$ cat src/rtl/uart_tx_fifo_pkg.sv
// Shared definitions for the buffered 8N1 UART transmitter: FSM state
// encoding, frame geometry and a counter-width helper.
package uart_tx_fifo_pkg;

    typedef enum logic [1:0] {
        IDLE  = 2'd0,
        START = 2'd1,
        DATA  = 2'd2,
        STOP  = 2'd3
    } state_t;

    localparam int unsigned DATA_BITS  = 8;
    localparam int unsigned FRAME_BITS = 10;

    // A counter must reach n-1; keep at least one bit when n is 1.
    function automatic int unsigned cnt_width(input int unsigned n);
        return (n > 1) ? $clog2(n) : 1;
    endfunction

endpackage

$ cat src/rtl/uart_tx_fifo_sync_fifo.sv
// Synchronous FIFO with occupancy count; a write while full is accepted
// only when a read frees a slot on the same edge.
module sync_fifo #(
    parameter int unsigned WIDTH = 8,
    parameter int unsigned DEPTH = 4
) (
    input  logic             clk,
    input  logic             reset,
    input  logic             wr_en,
    input  logic             rd_en,
    input  logic [WIDTH-1:0] din,
    output logic [WIDTH-1:0] dout,
    output logic             full,
    output logic             empty
);

    localparam int unsigned AW = $clog2(DEPTH);

    logic [WIDTH-1:0] mem [DEPTH];
    logic [AW-1:0]    wr_ptr;
    logic [AW-1:0]    rd_ptr;
    logic [AW:0]      count;
    logic             wr_ok;
    logic             rd_ok;

    assign rd_ok = rd_en && !empty;
    assign wr_ok = wr_en && (!full || rd_ok);
    assign full  = (count == (AW+1)'(DEPTH));
    assign empty = (count == '0);
    assign dout  = mem[rd_ptr];

    always_ff @(posedge clk or posedge reset) begin
        if (reset) begin
            wr_ptr <= '0;
            rd_ptr <= '0;
            count  <= '0;
        end else begin
            if (wr_ok) wr_ptr <= wr_ptr + 1'b1;
            if (rd_ok) rd_ptr <= rd_ptr + 1'b1;
            case ({wr_ok, rd_ok})
                2'b10:   count <= count + 1'b1;
                2'b01:   count <= count - 1'b1;
                default: count <= count;
            endcase
        end
    end

    always_ff @(posedge clk) begin
        if (wr_ok) mem[wr_ptr] <= din;
    end

endmodule

$ cat src/rtl/uart_tx_fifo.sv
// Buffered UART transmitter: bytes queue in sync_fifo and are shifted out
// as 8N1 frames, each bit held for CLK_FREQ/BAUD_RATE cycles.
module uart_tx_fifo
    import uart_tx_fifo_pkg::*;
#(
    parameter int unsigned CLK_FREQ  = 100000000,
    parameter int unsigned BAUD_RATE = 9600,
    parameter int unsigned DEPTH     = 4
) (
    input  logic       clk,
    input  logic       reset,
    input  logic [7:0] TXD,
    input  logic       TXD_write,
    input  logic       OVF_clear,
    output logic       tx,
    output logic       busy,
    output logic       full,
    output logic       empty,
    output logic       overflow,
    output logic       done
);

    localparam int unsigned DIV       = CLK_FREQ / BAUD_RATE;
    localparam int unsigned CW        = cnt_width(DIV);
    localparam logic [CW-1:0] BAUD_LAST = CW'(DIV - 1);
    localparam logic [2:0]    LAST_BIT  = 3'(DATA_BITS - 1);

    state_t        state;
    state_t        state_next;
    logic [CW-1:0] baud;
    logic [2:0]    bit_idx;
    logic [7:0]    shift;
    logic [7:0]    head;
    logic          pop;
    logic          bit_end;
    logic          drop;

    sync_fifo #(
        .WIDTH (8),
        .DEPTH (DEPTH)
    ) u_fifo (
        .clk   (clk),
        .reset (reset),
        .wr_en (TXD_write),
        .rd_en (pop),
        .din   (TXD),
        .dout  (head),
        .full  (full),
        .empty (empty)
    );

    assign bit_end = (baud == BAUD_LAST);
    // A pop on the same edge frees a slot, so only a truly blocked write drops.
    assign drop    = TXD_write && full && !pop;

    always_comb begin
        state_next = state;
        pop        = 1'b0;
        tx         = 1'b1;
        busy       = 1'b1;
        case (state)
            IDLE: begin
                busy = 1'b0;
                if (!empty) begin
                    pop        = 1'b1;
                    state_next = START;
                end
            end
            START: begin
                tx = 1'b0;
                if (bit_end) state_next = DATA;
            end
            DATA: begin
                tx = shift[bit_idx];
                if (bit_end && (bit_idx == LAST_BIT)) state_next = STOP;
            end
            STOP: begin
                if (bit_end) state_next = IDLE;
            end
            default: state_next = IDLE;
        endcase
    end

    always_ff @(posedge clk or posedge reset) begin
        if (reset) state <= IDLE;
        else       state <= state_next;
    end

    always_ff @(posedge clk or posedge reset) begin
        if (reset) begin
            baud     <= '0;
            bit_idx  <= '0;
            shift    <= '0;
            done     <= 1'b0;
            overflow <= 1'b0;
        end else begin
            if (state == IDLE || bit_end) baud <= '0;
            else                          baud <= baud + 1'b1;

            if (state == START)                bit_idx <= '0;
            else if (state == DATA && bit_end) bit_idx <= bit_idx + 1'b1;

            if (pop) shift <= head;

            done <= (state == STOP) && bit_end;

            if (drop)           overflow <= 1'b1;
            else if (OVF_clear) overflow <= 1'b0;
        end
    end

endmodule

$ cat config.mk
export PLATFORM = sky130hd
export DESIGN_NAME = uart_tx_fifo
export DESIGN_NICKNAME = d
export VERILOG_FILES = /design/src/rtl/uart_tx_fifo_pkg.sv /design/src/rtl/uart_tx_fifo_sync_fifo.sv /design/src/rtl/uart_tx_fifo.sv
export SDC_FILE = /design/constraint.sdc
export NUM_CORES = 1
export LEC_CHECK = 0
export CAP_MARGIN = 20
export CORE_MARGIN = 2
export CORE_UTILIZATION = 45
export DETAILED_ROUTE_END_ITERATION = 6
export GPL_ROUTABILITY_DRIVEN = 0
export GPL_TIMING_DRIVEN = 1
export PLACE_DENSITY = 0.62
export SYNTH_ARGS = -nofsm -noshare
export SYNTH_HDL_FRONTEND = slang
export SYNTH_SLANG_ARGS = --single-unit
export TNS_END_PERCENT = 100
$ cat constraint.sdc
create_clock -name clk -period 5 [get_ports clk]
set_input_delay 1 -clock clk [delete_from_list [all_inputs] [get_ports clk]]
set_output_delay 1 -clock clk [all_outputs]
set_load 0.1 [all_outputs]
### Yosys cells after proc, flatten, opt, wreduce, memory -nomap -nowiden

Memories as Yosys holds them, arrays and structs flattened. A register that Yosys moved wholly into a read port is not among the register bits.
Cells that the tools add are included.

* register bits: 28
* memory bits (writable): 32
* output and inout bits: 6
* memories: 1

* $add $sub $neg: 6
* magnitude comparators: 1
* eq/ne operators: 12
* multiplexer cells: 19
* reductions and logical operators: 18

Memories
* u_fifo.mem: depth 4, bits a word 8, read ports 1, clocked after Yosys merged registers in 1, write ports 1, RTL line uart_tx_fifo_sync_fifo.sv:19 `logic [WIDTH-1:0] mem [DEPTH];`

Operators with widths (count)
* 14-bit by 1-bit adder with 14-bit output (second input constant): 1
* 14-bit equality test (second input constant): 1
* 14-bit 2-to-1 mux: 1
* 1-bit 2-to-1 mux: 8
* 2-bit 2-to-1 mux: 4
* 2-bit inequality test (second input constant): 4
* 2-bit one-hot mux with 4 select lines: 1
* 1-bit logical AND: 7
* 3-bit by 1-bit adder with 3-bit output (second input constant): 2
* 2-bit equality test (second input constant): 3
* 3-bit equality test (second input constant): 2
* 3-bit 2-to-1 mux: 2
* 3-bit one-hot mux with 2 select lines: 1
* 2-bit nonzero test: 3
* 2-bit by 1-bit adder with 2-bit output (second input constant): 2
* 2-bit by 1-bit equality test with 1-bit output (second input constant): 2
* 3-bit by 4-bit less-than comparator with 1-bit output (second input constant): 1
* 4-bit AND reduction: 1
* 1-bit binary-select mux with 3-bit select: 1
* 1-bit logical NOT: 3
* 3-bit logical NOT: 1
* 3-bit by 1-bit subtractor with 3-bit output (second input constant): 1
* 2-bit logical NOT: 1
* 1-bit logical OR: 2
* 1-bit one-hot mux with 2 select lines: 1

### Longest topological paths before layout

* word-level depth: 8
* gate-level depth with buffers: 12
* mapped depth without buffers: 12

### Cells and area by module

A second synthesis with hierarchy kept.

* cell total of the unflattened synthesis: 227
* area, all modules: 3115.5 um^2

By module, submodules not included
* sync_fifo: times used 1, cells an instance 96, area each 1675.4 um^2
* uart_tx_fifo: times used 1, cells an instance 131, area each 1440.1 um^2

### Worst setup path after synthesis

OpenSTA, ideal clock, no wires.

* path kind: reg-to-reg
* start point: reg u_fifo.count[0]
* end point: reg u_fifo.count[2]
* setup time: 125 ps
* arrival: 3744 ps
* setup slack: 1131 ps
* stages on the path, launching flop included: 10
* buffers on the path: 0
* clock period less this slack: 3869 ps
* cell sequence: dfrtp_1 -> nor3_1 -> nand2b_1 -> inv_2 -> ha_1 -> inv_1 -> fa_1 -> xor2_1 -> nor2_1 -> xor2_1

* word-level cells in the longest chain between the ends: 8

Ends and longest elaborated chain
* start, declared: RTL line uart_tx_fifo_sync_fifo.sv:22 `logic [AW:0] count;`
* start signal, assigned: RTL line uart_tx_fifo_sync_fifo.sv:41 `2'b10: count <= count + 1'b1;`
* start signal, assigned: RTL line uart_tx_fifo_sync_fifo.sv:42 `2'b01: count <= count - 1'b1;`
* start signal, assigned: RTL line uart_tx_fifo_sync_fifo.sv:43 `default: count <= count;`
* 3-bit logical NOT *: RTL line uart_tx_fifo_sync_fifo.sv:29 `assign empty = (count == '0);`
* named net empty: RTL line uart_tx_fifo.sv:18 `output logic empty,`
* 1-bit 2-to-1 mux *: RTL line uart_tx_fifo.sv:64 `if (!empty) begin`
* 1-bit 2-to-1 mux *: RTL line uart_tx_fifo.sv:61 `case (state)`
* named net pop: RTL line uart_tx_fifo.sv:34 `logic pop;`
* 1-bit logical AND *: RTL line uart_tx_fifo_sync_fifo.sv:26 `assign rd_ok = rd_en && !empty;`
* 1-bit logical OR: RTL line uart_tx_fifo_sync_fifo.sv:27 `assign wr_ok = wr_en && (!full || rd_ok);`
* 1-bit logical AND: RTL line uart_tx_fifo_sync_fifo.sv:27
* 2-bit by 1-bit equality test with 1-bit output or 2-bit equality test (tied branches): RTL line uart_tx_fifo_sync_fifo.sv:40 `case ({wr_ok, rd_ok})`
* 3-bit one-hot mux with 2 select lines or 2-bit nonzero test (tied branches)

The timed path passes the listed nets; every way through them passes the cells marked *.
A chain may end at the register's enable or synchronous reset.

### Final worst setup path

* start point: reg state[0]
* end point: out tx

* word-level cells in the longest chain between the ends: 2

Ends and longest elaborated chain
* start, declared: RTL line uart_tx_fifo.sv:28 `state_t state;`
* start signal, assigned: RTL line uart_tx_fifo.sv:86 `else state <= state_next;`
* 2-bit equality test or 2-bit by 1-bit equality test with 1-bit output (tied branches): RTL line uart_tx_fifo.sv:61
* 1-bit one-hot mux with 2 select lines *: RTL line uart_tx_fifo.sv:61
* end, declared: RTL line uart_tx_fifo.sv:15 `output logic tx,`

Every way passes the cells marked *; elsewhere a longest branch is shown, timed or not.

==> impl_metrics.json <==
{
  "status": "completed",
  "hpwl_um": 3110,
  "crit_path_start_kind": "register",
  "core_sq_mm": 0.00639,
  "max_slew.worst_pin.slew_ns": 0.963,
  "detail-route-antenna-nets": 0,
  "portBuffers": 17,
  "numCtsBuffers": 9,
  "rsz0062_at_grt": "no",
  "met3_usage_pct": 4.52,
  "antenna_found_initial": 0,
  "syn_inst": 206,
  "cap_violations": 0,
  "areaGrowthSynthToFinish_pct": 15.5,
  "cts_tree": "yes",
  "grt_start_max_net_pins": 37,
  "powerDensity_mw_per_mm2": 578,
  "cp_top_family": "buffers and inverters",
  "drive_above_1_share_pct": 19.4,
  "syn-cell-area_sq_mm": 0.00300,
  "syn-num-nets": 232,
  "synthArstFlopShare_pct": 52.9,
  "final_common_cell": "dfrtp_1",
  "end_kind": "output port",
  "min_path_type": "register to register",
  "drv_slew": 0,
  "cts_setup_buffers": 0,
  "nets": 258,
  "crit_slowest_cell": "clkdlybuf4s50_1",
  "cts.clk_slew.worst_paths_ns": 0.08,
  "cp_slowest_stage_delay_ns": 1.15,
  "setup_viol": 0,
  "hold_path_depth": 1,
  "die_w_um": 85.6,
  "die_area_sq_mm": 0.00733,
  "yosysWarnings": 0,
  "cts_max_path_buffers": 2,
  "grt_first_pass_wirelength_um": 7810,
  "wl_um": 4510,
  "fin_skew_ns": 0.00860,
  "row_count": 29,
  "mostFrequentLayoutCells": "dfrtp_1, edfxtp_1, nor2_1",
  "worst_skew_pair.late_latency_ns": 0.34,
  "p_total_w": 0.00200,
  "path_buf_inv": 2,
  "dr.pass1.iters": 4,
  "crit_path_max_fanout": 6,
  "use_met2_pct": 20.0,
  "synth_edf_count": 32,
  "min_period_over_period_pct": 70.5,
  "h-tree-depth": 3,
  "start_util_pct": 47.0,
  "slew_headroom_pct": 35.6,
  "synth-seq-cells": 68,
  "grt_pass1_vias": 1595,
  "min_period_ns": 3.53,
  "met1_usage_pct": 20.2,
  "fin_tns_setup_ns": 0,
  "max-vdd-ir-drop_v": 0.000372,
  "grt_usage_pct": 14.2,
  "synth_ff_type": "dfrtp_1",
  "required_ns": 4.00,
  "p_leak_nw": 1.38,
  "overflow": 0,
  "ctsResizeCount": 0,
  "clock_sinks": 68,
  "cp_num_cells": 4,
  "critPathKind": "register to output port",
  "synth_cell_type_count": 36,
  "n_antenna_cell": 0,
  "syn_avg_cell_area_sq_um": 14.6,
  "whs_ns": 0.495,
  "die_y_um": 85.6,
  "routedWlPerCell_um": 14.3,
  "pin_count": 18,
  "vias_per_cell": 4.99,
  "r2r_cells": 12,
  "busiest_layer": "met1",
  "drtIter0Drc": 106,
  "crit_path_cell_trace": "inv_1 > ha_1 > mux2i_1 > clkdlybuf4s50_1",
  "yosysSeqAreaShare_pct": 62.1,
  "drc": 0,
  "crit_arrival_ns": 2.53,
  "hold_violations": 0,
  "ctsHoldBuffers": 0,
  "fmax_mhz": 284,
  "num_vias": 1567,
  "clockRootBuffer": "clkbuf_8"
}
## flip-flops by register name, summed over array words and instances, names as in the netlist
name and count:
baud 14, bit_idx 3, done 1, overflow 1, shift 8, state 2, u_fifo.count 3, u_fifo.mem 32
u_fifo.rd_ptr 2, u_fifo.wr_ptr 2
## metrics by stage
step                std cells  worst slack, ns  instance area (sq um)  util, %
floorplan                 206             1.13                   3000        -
global placement          298             1.85                   3260     51.0
detailed placement        298             1.84                   3260     51.0
CTS                       314             1.46                   3460     54.2
global route              314             1.32                   3460     54.2
finish                    314             1.47                   3460     54.2
## report_power, final
part / internal [W] / switching [W] / total [W] / leakage [nW]
Clock: 0.000239 / 0.000225 / 0.000463 / 0.0988
Combinational: 0.000299 / 0.000394 / 0.000693 / 0.526
Sequential: 0.000739 / 0.000106 / 0.000845 / 0.752
Total: 0.00128 / 0.000724 / 0.00200 / 1.38
## layout make-up
cell class              count  area [sq um]
inverters                  14          52.6
clock inverters             7          82.6
repair buffers             18           178
multi-input cells         121          1070
fillers                   552          2920
well taps                  77          96.3
clock buffers               9           124
flip-flops and latches     68          1860
## logic make-up after synthesis
kind of cell             after synthesis  share of synthesized area (%)
AO/OA/AOI/OAI                          6                           1.42
adder cells (fa/ha/maj)               14                           6.09
multiplexers                          23                           12.3
AND/OR/NAND/NOR                       59                           10.3
buffers and inverters                 17                           2.29
flip-flops                            68                           62.1
XOR/XNOR                              19                           5.55
## worst reg2reg max path, stage by stage, from the launching register on
cell and delay (ns):
dfrtp_1 0.42, inv_1 0.11, ha_1 0.28, inv_1 0.09, and2_1 0.17, nor2b_1 0.37
inv_1 0.09, ha_1 0.22, inv_1 0.07, fa_1 0.17, xor2_1 0.14, nor2_1 0.06
xor2_1 0.13
## metal layers
layer	vias up	part of all wire, %
li1	776	-
met5	-	0
met4	0	1.8
met3	7	3.3
met2	23	44
met1	761	50
## cell usage after synthesis, types with 2 or more instances
master,count,area (sq um)
a21oi_1,2,10.0
nor3_1,2,10.0
nand4_1,2,12.5
inv_1,13,48.8
nand2_1,10,37.5
nor2_1,21,78.8
mux2_2,9,101
ha_1,13,163
mux4_2,10,225
mux2i_1,3,30.0
nand3_1,7,35.0
dfrtp_1,36,901
and2_1,5,31.3
and3_2,2,15.0
xnor2_1,11,96.3
edfxtp_1,32,961
and3_1,2,12.5
xor2_1,8,70.1
## final timing paths
kind                       slack, ns            start                to
max                             1.47         state[0]                tx
min                             0.50  u_fifo.count[2]   u_fifo.count[2]
max reg2reg                     2.58         state[0]   u_fifo.count[2]
min reg2reg                     0.50  u_fifo.count[2]   u_fifo.count[2]
max in group asynchronous       3.61            reset  u_fifo.rd_ptr[1]
min in group asynchronous       1.04            reset   u_fifo.count[2]
No activity file was read; power rests on OpenSTA's default activity.
